$ cat src/rtl/cascade_feature_sequencer.sv
// Per-window cascade controller: walks stages, streams global feature indices
// through the weight-ROM output register, and collects one verdict per stage.
module cascade_feature_sequencer #(
    parameter int W_ADDR   = 12,
    parameter int N_STAGES = 25,
    parameter int W_STAGE  = 5
) (
    input  logic               clk,
    input  logic               rst,
    input  logic               start,
    output logic               busy,
    output logic               done,
    output logic               detected,
    output logic               stage_rd_en,
    output logic [W_STAGE-1:0] stage_idx,
    input  logic [W_ADDR-1:0]  stage_last_feat,
    output logic               rom_en,
    output logic [W_ADDR-1:0]  rom_addr,
    output logic               feat_valid,
    input  logic               feat_ready,
    output logic [W_ADDR-1:0]  feat_idx,
    output logic               feat_last,
    input  logic               res_valid,
    input  logic               res_pass
);

    // state       | meaning
    // IDLE        | waiting for start
    // LOAD_STAGE  | stage-table read issued for stage_idx
    // LATCH_STAGE | stage-table data captured into r_last
    // FETCH       | issuing features into the ROM output register
    // WAIT_RES    | last feature handed off, waiting for the verdict
    // DONE        | one-cycle done pulse
    typedef enum logic [2:0] {
        S_IDLE,
        S_LOAD_STAGE,
        S_LATCH_STAGE,
        S_FETCH,
        S_WAIT_RES,
        S_DONE
    } state_t;

    localparam logic [W_STAGE-1:0] LP_LAST_STAGE = W_STAGE'(N_STAGES - 1);
    localparam logic [W_ADDR-1:0]  LP_CNT_MAX    = '1;

    state_t              r_state;
    state_t              w_next_state;
    logic [W_ADDR-1:0]   r_cnt;
    logic [W_ADDR-1:0]   r_last;
    logic                r_issued;
    logic [W_STAGE-1:0]  r_stage_idx;
    logic                r_detected;
    logic                r_feat_valid;
    logic [W_ADDR-1:0]   r_feat_idx;
    logic                r_feat_last;
    logic                w_adv;
    logic                w_issue;
    logic                w_cnt_at_last;

    assign w_adv         = !r_feat_valid || feat_ready;
    assign w_cnt_at_last = (r_cnt >= r_last);

    always_comb begin
        w_next_state = r_state;
        stage_rd_en  = 1'b0;
        rom_en       = 1'b0;
        done         = 1'b0;
        w_issue      = 1'b0;
        unique case (r_state)
            S_IDLE: begin
                if (start) w_next_state = S_LOAD_STAGE;
            end
            S_LOAD_STAGE: begin
                stage_rd_en  = 1'b1;
                w_next_state = S_LATCH_STAGE;
            end
            S_LATCH_STAGE: begin
                w_next_state = S_FETCH;
            end
            S_FETCH: begin
                w_issue = w_adv && !r_issued;
                rom_en  = w_issue;
                if (r_feat_valid && feat_ready && r_feat_last) w_next_state = S_WAIT_RES;
            end
            S_WAIT_RES: begin
                if (res_valid) begin
                    if (!res_pass || r_stage_idx == LP_LAST_STAGE) w_next_state = S_DONE;
                    else                                           w_next_state = S_LOAD_STAGE;
                end
            end
            S_DONE: begin
                done         = 1'b1;
                w_next_state = S_IDLE;
            end
            default: w_next_state = S_IDLE;
        endcase
    end

    always_ff @(posedge clk) begin
        if (rst) begin
            r_state      <= S_IDLE;
            r_cnt        <= '0;
            r_last       <= '0;
            r_issued     <= 1'b0;
            r_stage_idx  <= '0;
            r_detected   <= 1'b0;
            r_feat_valid <= 1'b0;
            r_feat_idx   <= '0;
            r_feat_last  <= 1'b0;
        end else begin
            r_state <= w_next_state;
            case (r_state)
                S_IDLE: begin
                    if (start) begin
                        r_cnt       <= '0;
                        r_stage_idx <= '0;
                        r_detected  <= 1'b0;
                    end
                end
                S_LATCH_STAGE: begin
                    r_last   <= stage_last_feat;
                    r_issued <= 1'b0;
                end
                S_FETCH: begin
                    // A stage always issues at least one feature, so last is forced once cnt has passed r_last.
                    if (w_issue) begin
                        r_feat_valid <= 1'b1;
                        r_feat_idx   <= r_cnt;
                        r_feat_last  <= w_cnt_at_last;
                        r_issued     <= w_cnt_at_last;
                        if (r_cnt != LP_CNT_MAX) r_cnt <= r_cnt + 1'b1;
                    end else if (w_adv) begin
                        r_feat_valid <= 1'b0;
                    end
                end
                S_WAIT_RES: begin
                    if (res_valid) begin
                        if (!res_pass)                          r_detected  <= 1'b0;
                        else if (r_stage_idx == LP_LAST_STAGE)  r_detected  <= 1'b1;
                        else                                    r_stage_idx <= r_stage_idx + 1'b1;
                    end
                end
                default: ;
            endcase
        end
    end

    assign busy       = (r_state != S_IDLE) && (r_state != S_DONE);
    assign detected   = r_detected;
    assign stage_idx  = r_stage_idx;
    assign rom_addr   = r_cnt;
    assign feat_valid = r_feat_valid;
    assign feat_idx   = r_feat_idx;
    assign feat_last  = r_feat_last;

endmodule

$ cat config.mk
export PLATFORM = sky130hd
export DESIGN_NAME = cascade_feature_sequencer
export DESIGN_NICKNAME = d
export VERILOG_FILES = /design/src/rtl/cascade_feature_sequencer.sv
export SDC_FILE = /design/constraint.sdc
export NUM_CORES = 1
export LEC_CHECK = 0
export ABC_AREA = 1
export CORE_MARGIN = 2
export CORE_UTILIZATION = 30
export DETAILED_ROUTE_END_ITERATION = 10
export SYNTH_ARGS = -nofsm -noshare
export SYNTH_HDL_FRONTEND = slang
export SYNTH_SLANG_ARGS = --single-unit
$ cat constraint.sdc
create_clock -name clk -period 1.8 [get_ports clk]
set_clock_uncertainty 0.15 [all_clocks]
set_input_delay 0.18 -clock clk [delete_from_list [all_inputs] [get_ports clk]]
set_output_delay 0.18 -clock clk [all_outputs]
set_load 0.05 [all_outputs]
Word level (Yosys, flattened, before mapping)
Index checks and enable logic that the tools add are counted.
Storage, ports and cells
  bits in registers: 48
  bits of input ports: 18
  word-level logic and storage cells: 76
Operators by class
  add/subtract/negate cells: 2
  $lt $le $gt $ge: 1
  equal/unequal tests: 16
  muxes and demuxes: 26
  reductions and logical operators: 22
Operators by type and width (number)
  $mux W12: 3
  $pmux W12 S2: 1
  $mux W5: 4
  $pmux W3 S5: 1
  $ne A2 B2 Y1 const B: 7
  $add A12 B1 Y12 const B: 1
  $ge A12 B12 Y1: 1
  $mux W3: 4
  $ne A12 B12 Y1 const B: 1
  $mux W1: 10
  $pmux W5 S2: 1
  $reduce_and A4 Y1: 2
  $reduce_bool A2 Y1: 4
  $eq A3 B2 Y1 const B: 2
  $eq A3 B3 Y1 const B: 2
  $ne A3 B3 Y1 const B: 2
  $reduce_and A2 Y1: 3
  $add A5 B1 Y5 const B: 1
  $eq A5 B5 Y1 const B: 1
  $reduce_and A5 Y1: 1
  $logic_and A1 B1 Y1: 4
  $pmux W1 S2: 2
  $eq A3 B1 Y1 const B: 1
  $logic_not A1 Y1: 3
  4 further kinds: 5

Logic depth before layout (Yosys ltp)
  word-level depth: 6
  gate-level depth with buffers: 11
  mapped depth without buffers: 11

Least setup slack after synthesis
Ideal clock, no wire load.
  path kind: flip-flop to output port
  start point: reg r_state[0]
  end point: out busy
  arrival time: 1.692 ns
  required time: 1.470 ns
  path slack: -0.222 ns
  cell stages (with the launch flop): 6
  path buffers: 0
  cell sequence: dfxtp_1 > inv_2 > nor2_1 > inv_1 > nor2_1 > nor2_1
Between the ends
  word-level cells in the longest chain between the ends: 2
  elaborated cells on any way between the ends: 3
  those cells by class: 1 x eq/ne; 2 x reduce/logical
RTL lines
  start: declaration: RTL line 46  | state_t r_state;
  start signal: assignment: RTL line 111  | r_state <= w_next_state;
  $ne A3 B3 Y1 / $reduce_bool A3 Y1 (equally long branches): RTL line 148  | assign busy = (r_state != S_IDLE) && (r_state != S_DONE);
  $logic_and A1 B1 Y1 (*): RTL line 148
  end: declaration: RTL line 11  | output logic busy,
Every way passes the cells marked *; elsewhere a longest branch is shown, timed or not.

Worst setup path in the final report
  start point: reg r_state[1]
  end point: out rom_en
Between the ends
  word-level cells in the longest chain between the ends: 2
RTL lines
  $eq A3 B2 Y1: RTL line 69  | unique case (r_state)
  $mux W1: RTL line 69
  end: declaration: RTL line 17  | output logic rom_en,
Every way passes these cells.

==> results.sh <==
export IMPL_drtIter0Drc=103
export IMPL_yosysWarningCount=0
export IMPL_p_leak_nw=1.55
export IMPL_cts_tree="built"
export IMPL_seq_power_share_pct=37.2
export IMPL_clk_pin_slew_ns=0.08
export IMPL_routedWlPerCell_um=11.7
export IMPL_cts_sinks=48
export IMPL_rows=34
export IMPL_slowest_stage="dfxtp_1"
export IMPL_vias=2564
export IMPL_cts_max_level=2
export IMPL_crit_family="flip-flops"
export IMPL_cpPeakStageDelay_ns=0.46
export IMPL_status="completed"
export IMPL_tightest_slew_ns=0.271
export IMPL_antenna_found_initial=0
export IMPL_ir_drop_v=0.000527
export IMPL_critical_path_most_common_cell="buf_12"
export IMPL_drv_slew=0
export IMPL_hpwlAfterDp_um=4950
export IMPL_cts_buffer_depth=2
export IMPL_vias_per_cell=4.55
export IMPL_final_cell_area_sq_um=3440
export IMPL_port_buffers=53
export IMPL_ios=54
export IMPL_start_util_pct=30.5
export IMPL_syn_inst=390
export IMPL_grt_max_degree=39
export IMPL_numCtsBuffers=5
export IMPL_synthTopCellsByArea="dfxtp_1, nand2_1, a21oi_1"
export IMPL_final_cell_count_no_fill=563
export IMPL_synthToLayoutAreaGrowth_pct=31.5
export IMPL_min_period_over_period_pct=95.7
export IMPL_worstPathArrival_ns=1.39
export IMPL_routabilityCongestion=0.848
export IMPL_crit_type="flop to primary output"
export IMPL_core_area_sq_um=8590
export IMPL_finalNetCount=488
export IMPL_combinationalPowerShare_pct=42.9
export IMPL_final_cell_mix="nand2_1, inv_1, buf_4, nor2_1, dfxtp_1"
export IMPL_synth_top_cell_area_share_pct=36.7
export IMPL_critical_path_buf_inv_count=2
export IMPL_die_h_um=97.5
export IMPL_p_sw_share_pct=40.6
export IMPL_synth_area_per_cell_sq_um=6.72
export IMPL_layout_drive_gt1_share_pct=19.6
export IMPL_startpoint_type="flop"
export IMPL_clockPowerShare_pct=19.8
export IMPL_critPathRequiredTime_ns=1.47
export IMPL_dp_slack_ns=0.0858
export IMPL_synth_area_sq_um=2620
export IMPL_p_int_mw=2.08
export IMPL_grt_first_pass_wirelength_um=10900
export IMPL_insertion_delay_ns=0.30
export IMPL_diodes=0
export IMPL_yosysTopAreaCell="dfxtp_1"
export IMPL_synth_seq_cells=48
export IMPL_drc_errors=0
export IMPL_clockRootBuffer="clkbuf_8"
export IMPL_grt_use_total_pct=13.9
export IMPL_slew_headroom_pct=81.9
export IMPL_synthesis_nets=423
export IMPL_fin_tns_setup_ns=0
export IMPL_first_pass_iters=4
export IMPL_overflow=0
export IMPL_drt_total_wl_um=6590
export IMPL_max_freq_mhz=581
export IMPL_synthDistinctLibCells=22
export IMPL_total_power_mw=3.50
export IMPL_maxCapViolCount=0
export IMPL_period_minus_slack_ns=1.72
export IMPL_grt_pass1_vias=2455
export IMPL_ant_nets=0
export IMPL_final_hold_viol_count=0
export IMPL_crit_chain="nand3_4 > nor2_4 > buf_12 > buf_12"
export IMPL_end_kind="primary output"
export IMPL_seq_area_frac_synth_pct=36.7
export IMPL_p_switching_mw=1.42
export IMPL_postPlaceCellArea_sq_um=3320
export IMPL_dp_cells=554
export IMPL_die_x_um=97.5
export IMPL_cellPowerDensity_nw_per_um2=1020
export IMPL_setup_violations_final=0
export IMPL_die_area_sq_um=9500
export IMPL_final_common_cell="nand2_1"
export IMPL_cp_max_fo=17
export IMPL_worst_slack_ns=0.0776
export IMPL_min_path_type="flop to flop"
[per-stage QoR]
| stage | hold WS, ns | utilization, % |
|---|---|---|
| after CTS | 0.308 | 39.7 |
| after global routing | 0.328 | 40.1 |
| after detailed placement | 0.295 | 38.6 |
| after floorplan | 0.221 | - |
| after global placement | 0.290 | 38.6 |
| final | 0.307 | 40.1 |
[power groups by stage]
| stage | clock [mW] | combinational [mW] | sequential, mW |
|---|---|---|---|
| after floorplan | 0 | 0.795 | 1.58 |
| after global placement | 0 | 1.47 | 1.33 |
| after detailed placement | 0 | 1.49 | 1.33 |
| after CTS | 0.721 | 1.49 | 1.30 |
| after global routing | 0.764 | 1.67 | 1.33 |
| final | 0.695 | 1.50 | 1.30 |
[path summary, 6_finish.rpt]
| check | from | endpoint | slack [ns] | cells past startpoint |
|---|---|---|---|---|
| setup / recovery | r_state[1]$_SDFFE_PP0P_ | rom_en | 0.08 | 4 |
| hold reg to reg | r_last[0]$_SDFFE_PP0P_ | r_last[0]$_SDFFE_PP0P_ | 0.31 | 2 |
| setup reg to reg | rom_addr[0]$_SDFFE_PP0P_ | rom_addr[5]$_SDFFE_PP0P_ | 0.10 | 11 |
| hold / removal | r_last[0]$_SDFFE_PP0P_ | r_last[0]$_SDFFE_PP0P_ | 0.31 | 2 |
[kinds of logic (layout without fill, tap and decap cells)]
group           Yosys count  after routing  synth area share (%)
xor+xnor                  3              3                  1.00
buf+inv                  69            134                  11.0
flops                    48             48                  36.7
simple gates            186            186                  30.9
compound gates           69             69                  13.3
fa+ha+maj                15             15                  7.16
[metal layers]
metal	track usage [%]	vias up	share of wire, %
li1	-	1359	-
met1	17.0	1157	47
met2	24.8	44	48
met3	3.31	4	4.2
met4	2.56	0	0.56
met5	0	-	0
[state kept, by name, summed over array words and instances (netlist names)]
name	cells
r_state	3
feat_last	1
feat_valid	1
feat_idx	12
rom_addr	12
r_issued	1
stage_idx	5
detected	1
r_last	12
[synth_stat cells]
library cell	instances
nand2_1	88
inv_1	50
nor2_1	50
dfxtp_1	48
a21oi_1	40
nand3_1	29
o21ai_0	28
ha_1	15
nand2_2	7
buf_2	6
inv_2	6
clkbuf_1	4
nand4_1	4
buf_6	3
nor2_2	3
nor2_4	2
xor2_1	2
nand2_4	1
nand3_4	1
o21bai_1	1
or2_2	1
xnor2_1	1
[area by class of cell]
type | instances | area [sq um]
sequential | 48 | 967
tap | 108 | 135
timing repair buffer | 71 | 651
clock buffer | 7 | 96.3
fill | 913 | 5150
multi-input combinational | 273 | 1390
inverter | 56 | 210
[worst register-to-register path, stage by stage, from the launching register on]
cell and delay (ns):
dfxtp_4 0.38, ha_1 0.19, nand2_1 0.09, nor2_2 0.11
nand3_1 0.12, nand2_1 0.09, nand2_2 0.07, buf_4 0.18
nand3_1 0.08, nand2_1 0.06, inv_1 0.05, nor2_1 0.03
[timing repair]
| action | CTS | global route |
|---|---|---|
| hold buffers | 0 | 0 |
| resized for setup | 0 | 6 |
| hold endpoints to repair | 0 | 0 |
| setup endpoints to repair | 0 | 11 |
| buffers inserted | 0 | 2 |
Power figures use the tool's default switching activity.
